**src/rtl/ro_meas_sequencer.sv**
```systemverilog
// Ring-oscillator measurement sequencer: power-up, settle, gated count window,
// averager handshake and result capture, with optional periodic re-arm.
module ro_meas_sequencer #(
    parameter int SETTLE_CYC  = 16,
    parameter int WIN_W       = 16,
    parameter int RES_W       = 8,
    parameter int ACC_TIMEOUT = 64
) (
    input  logic             clk,
    input  logic             reset,
    input  logic             start,
    input  logic             cont_mode,
    input  logic             abort,
    input  logic [WIN_W-1:0] window_len,
    input  logic [15:0]      idle_gap,
    input  logic             avg_ready,
    input  logic [RES_W-1:0] avg_result,
    input  logic             result_ack,
    output logic             ro_en,
    output logic             cnt_clr,
    output logic             cnt_en,
    output logic             avg_en,
    output logic             avg_sum_en,
    output logic             busy,
    output logic [RES_W-1:0] result,
    output logic             result_valid,
    output logic             overrun,
    output logic             timeout_err
);

    localparam logic [2:0] S_IDLE    = 3'd0;
    localparam logic [2:0] S_SETTLE  = 3'd1;
    localparam logic [2:0] S_CLEAR   = 3'd2;
    localparam logic [2:0] S_WINDOW  = 3'd3;
    localparam logic [2:0] S_ACCUM   = 3'd4;
    localparam logic [2:0] S_CAPTURE = 3'd5;
    localparam logic [2:0] S_GAP     = 3'd6;

    logic [2:0]       state, state_nx;
    logic [15:0]      cnt;
    logic [WIN_W-1:0] win_len;
    logic [15:0]      gap_len;
    logic             accept, to_hit, capture;

    assign accept  = (state == S_IDLE) && start && !abort;
    assign capture = (state == S_CAPTURE) && !abort;

    always_comb begin
        state_nx = state;
        to_hit   = 1'b0;
        case (state)
            S_IDLE:    if (accept) state_nx = S_SETTLE;
            S_SETTLE:  if (int'(cnt) >= SETTLE_CYC - 1) state_nx = S_CLEAR;
            S_CLEAR:   state_nx = S_WINDOW;
            S_WINDOW:  if (int'(cnt) >= int'(win_len) - 1) state_nx = S_ACCUM;
            S_ACCUM: begin
                if (avg_ready) begin
                    state_nx = S_CAPTURE;
                end else if (int'(cnt) >= ACC_TIMEOUT - 1) begin
                    state_nx = S_IDLE;
                    to_hit   = 1'b1;
                end
            end
            S_CAPTURE: begin
                if (!cont_mode)          state_nx = S_IDLE;
                else if (gap_len == '0)  state_nx = S_SETTLE;
                else                     state_nx = S_GAP;
            end
            S_GAP: begin
                if (!cont_mode)                             state_nx = S_IDLE;
                else if (int'(cnt) >= int'(gap_len) - 1)    state_nx = S_SETTLE;
            end
            default:   state_nx = S_IDLE;
        endcase
        // abort overrides every transition, including a pending timeout
        if (abort && state != S_IDLE) begin
            state_nx = S_IDLE;
            to_hit   = 1'b0;
        end
    end

    always_ff @(posedge clk or posedge reset) begin
        if (reset) begin
            state        <= S_IDLE;
            cnt          <= '0;
            win_len      <= '0;
            gap_len      <= '0;
            ro_en        <= 1'b0;
            cnt_clr      <= 1'b0;
            cnt_en       <= 1'b0;
            avg_en       <= 1'b0;
            avg_sum_en   <= 1'b0;
            busy         <= 1'b0;
            result       <= '0;
            result_valid <= 1'b0;
            overrun      <= 1'b0;
            timeout_err  <= 1'b0;
        end else begin
            state <= state_nx;
            // counter restarts on every state change and saturates otherwise
            if (state_nx != state)     cnt <= '0;
            else if (cnt != 16'hFFFF)  cnt <= cnt + 16'd1;

            if (accept) begin
                win_len     <= (window_len == '0) ? WIN_W'(1) : window_len;
                gap_len     <= idle_gap;
                timeout_err <= 1'b0;
                overrun     <= 1'b0;
            end
            if (to_hit) timeout_err <= 1'b1;

            if (capture) begin
                result       <= avg_result;
                result_valid <= 1'b1;
                if (result_valid && !result_ack) overrun <= 1'b1;
            end else if (result_ack) begin
                result_valid <= 1'b0;
            end

            ro_en      <= (state_nx == S_SETTLE) || (state_nx == S_CLEAR) ||
                          (state_nx == S_WINDOW) || (state_nx == S_ACCUM);
            cnt_clr    <= (state_nx == S_CLEAR);
            cnt_en     <= (state_nx == S_WINDOW);
            avg_en     <= (state_nx == S_ACCUM) || (state_nx == S_CAPTURE);
            avg_sum_en <= (state_nx == S_ACCUM);
            busy       <= (state_nx != S_IDLE);
        end
    end

endmodule

```
**config.mk**
```make
export PLATFORM = sky130hd
export DESIGN_NAME = ro_meas_sequencer
export DESIGN_NICKNAME = d
export VERILOG_FILES = /design/src/rtl/ro_meas_sequencer.sv
export SDC_FILE = /design/constraint.sdc
export NUM_CORES = 1
export LEC_CHECK = 0
export ABC_AREA = 1
export CAP_MARGIN = 40
export CORE_AREA = 4 4 96 98
export DETAILED_ROUTE_END_ITERATION = 8
export DIE_AREA = 0 0 100 102
export HOLD_SLACK_MARGIN = 0.03
export MAX_ROUTING_LAYER = met4
export PLACE_DENSITY = 0.79
export SLEW_MARGIN = 0
export SYNTH_ARGS = -nofsm -noshare
export SYNTH_HDL_FRONTEND = slang
export SYNTH_SLANG_ARGS = --single-unit
```
**constraint.sdc**
```tcl
create_clock -name clk -period 7.8 [get_ports clk]
set_input_delay 0.78 -clock clk [delete_from_list [all_inputs] [get_ports clk]]
set_output_delay 0.78 -clock clk [all_outputs]
set_load 0.005 [all_outputs]
```
# == Yosys cells after proc, flatten, opt, wreduce, memory -nomap -nowiden ==
# Index checks and enable logic that the tools add are counted.
# totals
regBits,68
output_inout_bits,17
elab_cells,78
input_bits,47
# op_classes
mux,25
reduce_logical,19
n_lt_le_gt_ge,4
add_sub_neg,3
n_eq_ne,13
# ops
cell,count
$mux 16,3
$ge 17x17->1,2
$sub 16x1->17 const B,2
$logic_not 16->1,2
$mux 3,10
$pmux 3 s7,1
$add 16x1->16 const B,1
$ge 16x4->1 const B,1
$ge 16x6->1 const B,1
$ne 16x16->1 const B,1
$eq 3x3->1 const B,5
$eq 3x2->1 const B,4
$mux 1,11
$eq 3x1->1 const B,2
$reduce_bool 2->1,3
$reduce_bool 3->1,2
$logic_and 1x1->1,5
$logic_or 1x1->1,4
$logic_not 3->1,1
$ne 3x3->1,1
$logic_not 1->1,2

# == Longest topological paths before layout ==
# depth
ltp_word,10
mapped_depth,27
ltp_nobuf,26

# == Worst setup path before layout ==
# OpenSTA, ideal clock, no wires.
# synth_path
kind,flip-flop to flip-flop
startpoint,register win_len[2]
endpoint,register cnt[6]
setup_time_ps,122
path_stages_with_launch,22
path_slack_ps,4488
path_buffers,1
synth_period_minus_slack_ps,3312
t_arrival_ps,3190
required_ps,7678
cell_sequence,dfrtp_1 > nor2_1 > nand2_1 > nor3_1 > nand3_1 > nor3_1 > nand3_1 > nor3_1 > xor2_1 > ha_1 > and3_1 > nand3_1 > nor2_1 > nor3_1 > nand4_2 > nand3_2 > nand2_4 > nand2_2 > nand2_2 > nand3_4 > buf_6 > nor2_2
# synth_via
elab_chain_len,7
word_cells_on_any_way,8
classes_between,add/sub: 1; order compare: 1; eq/ne: 1; mux: 4; reduce/logical: 1
# synth_rtl
item,line,source
"start, declared",41,logic [WIN_W-1:0] win_len;
"start signal, assigned",105,win_len <= (window_len == '0) ? WIN_W'(1) : window_len;
$sub 16x1->17 *,55,S_WINDOW: if (int'(cnt) >= int'(win_len) - 1) state_nx = S_ACCUM;
$ge 17x17->1 *,55,
$mux 3 *,55,
$pmux 3 s7 *,51,case (state)
$mux 3 *,76,if (abort && state != S_IDLE) begin
$ne 3x3->1 *,101,if (state_nx != state) cnt <= '0;
$mux 16 / $reduce_bool 2->1 (equally long branches),--,
"end signal, assigned",102,else if (cnt != 16'hFFFF) cnt <= cnt + 16'd1;
"end, declared",40,logic [15:0] cnt;
# Mark *: on every way between the ends. The rest lies on a longest branch, timed or not.
# A chain may end at the register's enable or synchronous reset.

# == Worst setup path after layout ==
# layout_path
startpoint,register win_len[2]
endpoint,register cnt[10]
# The elaborated chain is that of the path after synthesis.

==> run metrics <==
Crit path required time just over 8 ns; Worst Reg-to-Reg Cells 21; startpoint class of the critical path flip-flop; area of the multi-input gates 2500 um^2; Max Used Layer met4; final clock skew about 0.013 ns; layout net count about 700; Int Pwr around 0.91 mW; WHS Endpoint result_valid$_DFFE_PP0P_; vias in the first global route ~3,800; Setup Buffers After CTS 0; Initial DRC Count approximately 130; ANT nets after route 0; CTS buffer count 9; Placer Congestion ~0.88; Hold Crit Class flip-flop to flip-flop; Pleak 2.69 nW; length of the first detailed-routing pass in iterations 5; relative slew slack 43.3%; routed vias/inst 5.19; die area 10,200 um^2; max-cap viol count 0; part of the cycle the worst path needs 50.9%; Die W approximately 100 um; critical path class flip-flop to flip-flop; Antenna Cells 0; met1 wire length ~4600 um; CTS tree built; # placed instances 732; Yosys Warn Count 0; hold path startpoint result_valid$_DFFE_PP0P_; r2r setup slk roughly 3.8 ns; WL per Instance 13.9 um; hold path depth 2; final WL around 10,000 um; sw frac 41.2%; Post-Syn Instances between 500 and 600; Slew Limit Fails 0; share of cells above drive strength 1 between 10% and 20%; setup TNS 0 ns; Final Critical Period 3.97 ns; CTS root buf clkbuf_8; RSZ-0062 raised after global routing no; crit path DAT 4.25 ns; Clock Power Share a little under a quarter; Worst R2R End cnt[10]$_DFFE_PP0P_; syn nets roughly 650; combinational power share 41.3%; antenna violations before repair 0; post-route cell area approximately 5500 um^2; Post-DP HPWL slightly below 8000 um; Final Non-Filler Cells roughly 750; register area 1700 um^2; Yosys reg bits 68; Bufs on Longest Clock Path 2; clock sinks 68; clk slew on worst S/H paths roughly 0.08 ns; RR Startpoint win_len[2]$_DFFE_PP0P_; most frequent cells in the layout nand2_1 (152), dfrtp_1 (68), clkdlybuf4s50_1 (63), inv_1 (62), nor2_1 (57); DRC violation count after routing 0; commonest non-fill, non-tap cell in the layout nand2_1; num rows 34; maximum VDD drop ~0.00018 V; H-tree Lvls 3; crit end category flip-flop; count of final setup violators 0; Net Sw Power ~0.64 mW; placed inst area about 5200 um^2; Initial Util between 50% and 60%; Core Footprint ~8500 um^2; worst hold slack 0.506 ns; Avg Cell Area, Syn 7.91 um^2; number of library cell types mapped by synthesis 40; die height between 100 and 150 um; GRT overflow 0; Power Density 282 nW/um^2; outcome complete, no violations; # IOs between 60 and 70; wire length of the first global-routing pass between 15,000 and 20,000 um; sequential share of the synthesized area a little under two fifths; vias post-DR between 3,000 and 4,000; Final Hold Fails 0; sequential share of power a little over a third; Fillers roughly 700; clk_lat worst skew roughly 0.35 ns; FMAX 252 MHz; Post-CTS Resized 0; Hold Buf Count CTS 0; GRT Resource Usage Total approximately 22%; post-synthesis cell area 4490 um^2; worst-path maximum fanout 16; wire length on met2 between 5000 and 6000 um; Worst-Margin Slew around 0.85 ns; Area growth syn-to-layout 21.9%; Met3 Routed Length roughly 440 um; largest net degree at the start of global routing 69; I/O Buffers 63
## flip-flops by register name, indices dropped and copies added (netlist names)
name / flops
cnt_en: 1
result_valid: 1
busy: 1
avg_sum_en: 1
timeout_err: 1
state: 3
cnt: 16
win_len: 16
gap_len: 16
overrun: 1
cnt_clr: 1
avg_en: 1
ro_en: 1
result: 8
## logic make-up after synthesis
| family | Yosys count | share of synthesized area [%] |
|---|---|---|
| simple gates | 305 | 31.9 |
| buf+inv | 74 | 6.39 |
| flops | 68 | 37.9 |
| compound gates | 40 | 4.74 |
| xor+xnor | 36 | 7.03 |
| fa+ha+maj | 35 | 9.76 |
| mux | 9 | 2.23 |
## routing by layer
| layer | global-route usage [%] | vias up |
|---|---|---|
| met5 | - | - |
| met4 | 7.05 | 0 |
| met3 | 4.23 | 16 |
| met2 | 36.7 | 84 |
| met1 | 26.8 | 1826 |
| li1 | - | 1957 |
## how the worst max path moves through the flow
stage                                 from             endpoint  cells past startpoint
global route        win_len[2]$_DFFE_PP0P_  cnt[11]$_DFFE_PP0P_                     21
detailed placement  win_len[2]$_DFFE_PP0P_  cnt[10]$_DFFE_PP0P_                     21
floorplan           win_len[2]$_DFFE_PP0P_   cnt[6]$_DFFE_PP0P_                     21
finish              win_len[2]$_DFFE_PP0P_  cnt[10]$_DFFE_PP0P_                     21
global placement    win_len[2]$_DFFE_PP0P_  cnt[14]$_DFFE_PP0P_                     21
CTS                 win_len[2]$_DFFE_PP0P_  cnt[10]$_DFFE_PP0P_                     21
## synth_stat cells, drive strengths merged
master | count | share of area (%)
a21o | 1 | 0.17
a21oi | 13 | 1.5
a22oi | 1 | 0.17
and2 | 1 | 0.14
and3 | 1 | 0.14
buf | 4 | 0.53
clkbuf | 4 | 0.33
clkinv | 1 | 0.084
dfrtp | 68 | 38
ha | 35 | 9.8
inv | 65 | 5.4
mux2 | 8 | 2.0
mux2i | 1 | 0.22
nand2 | 161 | 14
nand3 | 30 | 4.3
nand3b | 1 | 0.17
nand4 | 9 | 1.4
nor2 | 74 | 7.9
nor3 | 19 | 2.4
nor4 | 5 | 0.70
nor4b | 1 | 0.20
o21a | 1 | 0.17
o21ai | 22 | 2.5
o21bai | 2 | 0.33
or2 | 3 | 0.42
xnor2 | 6 | 1.2
xor2 | 30 | 5.9
## stage by stage
step / utilization, % / worst slack (ns) / total power [mW]
after global routing: 64.6 / 3.33 / 1.67
final: 64.6 / 3.83 / 1.54
after detailed placement: 61.7 / 3.95 / 1.18
after global placement: 61.7 / 4.16 / 1.15
after CTS: 64.6 / 3.86 / 1.55
after floorplan: - / 4.49 / 1.02
## power by group through the flow
stage | Combinational [mW] | Sequential, mW | Clock [mW]
floorplan | 0.498 | 0.523 | 0
global placement | 0.602 | 0.548 | 0
detailed placement | 0.631 | 0.552 | 0
CTS | 0.640 | 0.548 | 0.362
global route | 0.733 | 0.564 | 0.376
finish | 0.637 | 0.550 | 0.357
## final cells by class
type,count,area share (%)
clock buffers,10,2.33
clock inverters,6,2.04
inverters,66,4.53
multi-input cells,425,45.7
flip-flops and latches,68,31.1
well taps,108,2.47
repair buffers,65,11.8
## worst max-delay path: stages, from the launching register on
cell     delay [ns]
dfrtp_1        0.43
nor2_1         0.12
nand2_1        0.10
nor3_1         0.38
nand3_1        0.21
nor3_1         0.29
nand3_1        0.16
nor3_1         0.20
xor2_1         0.18
ha_1           0.25
and3_1         0.18
nand3_1        0.06
nor2_1         0.04
nor3_1         0.27
nand3_1        0.12
nand2_1        0.08
nand3_2        0.10
nand2_2        0.12
nand2_1        0.08
nand2_1        0.11
nand3_4        0.24
nor2_1         0.17
No activity file was read; power rests on OpenSTA's default activity.
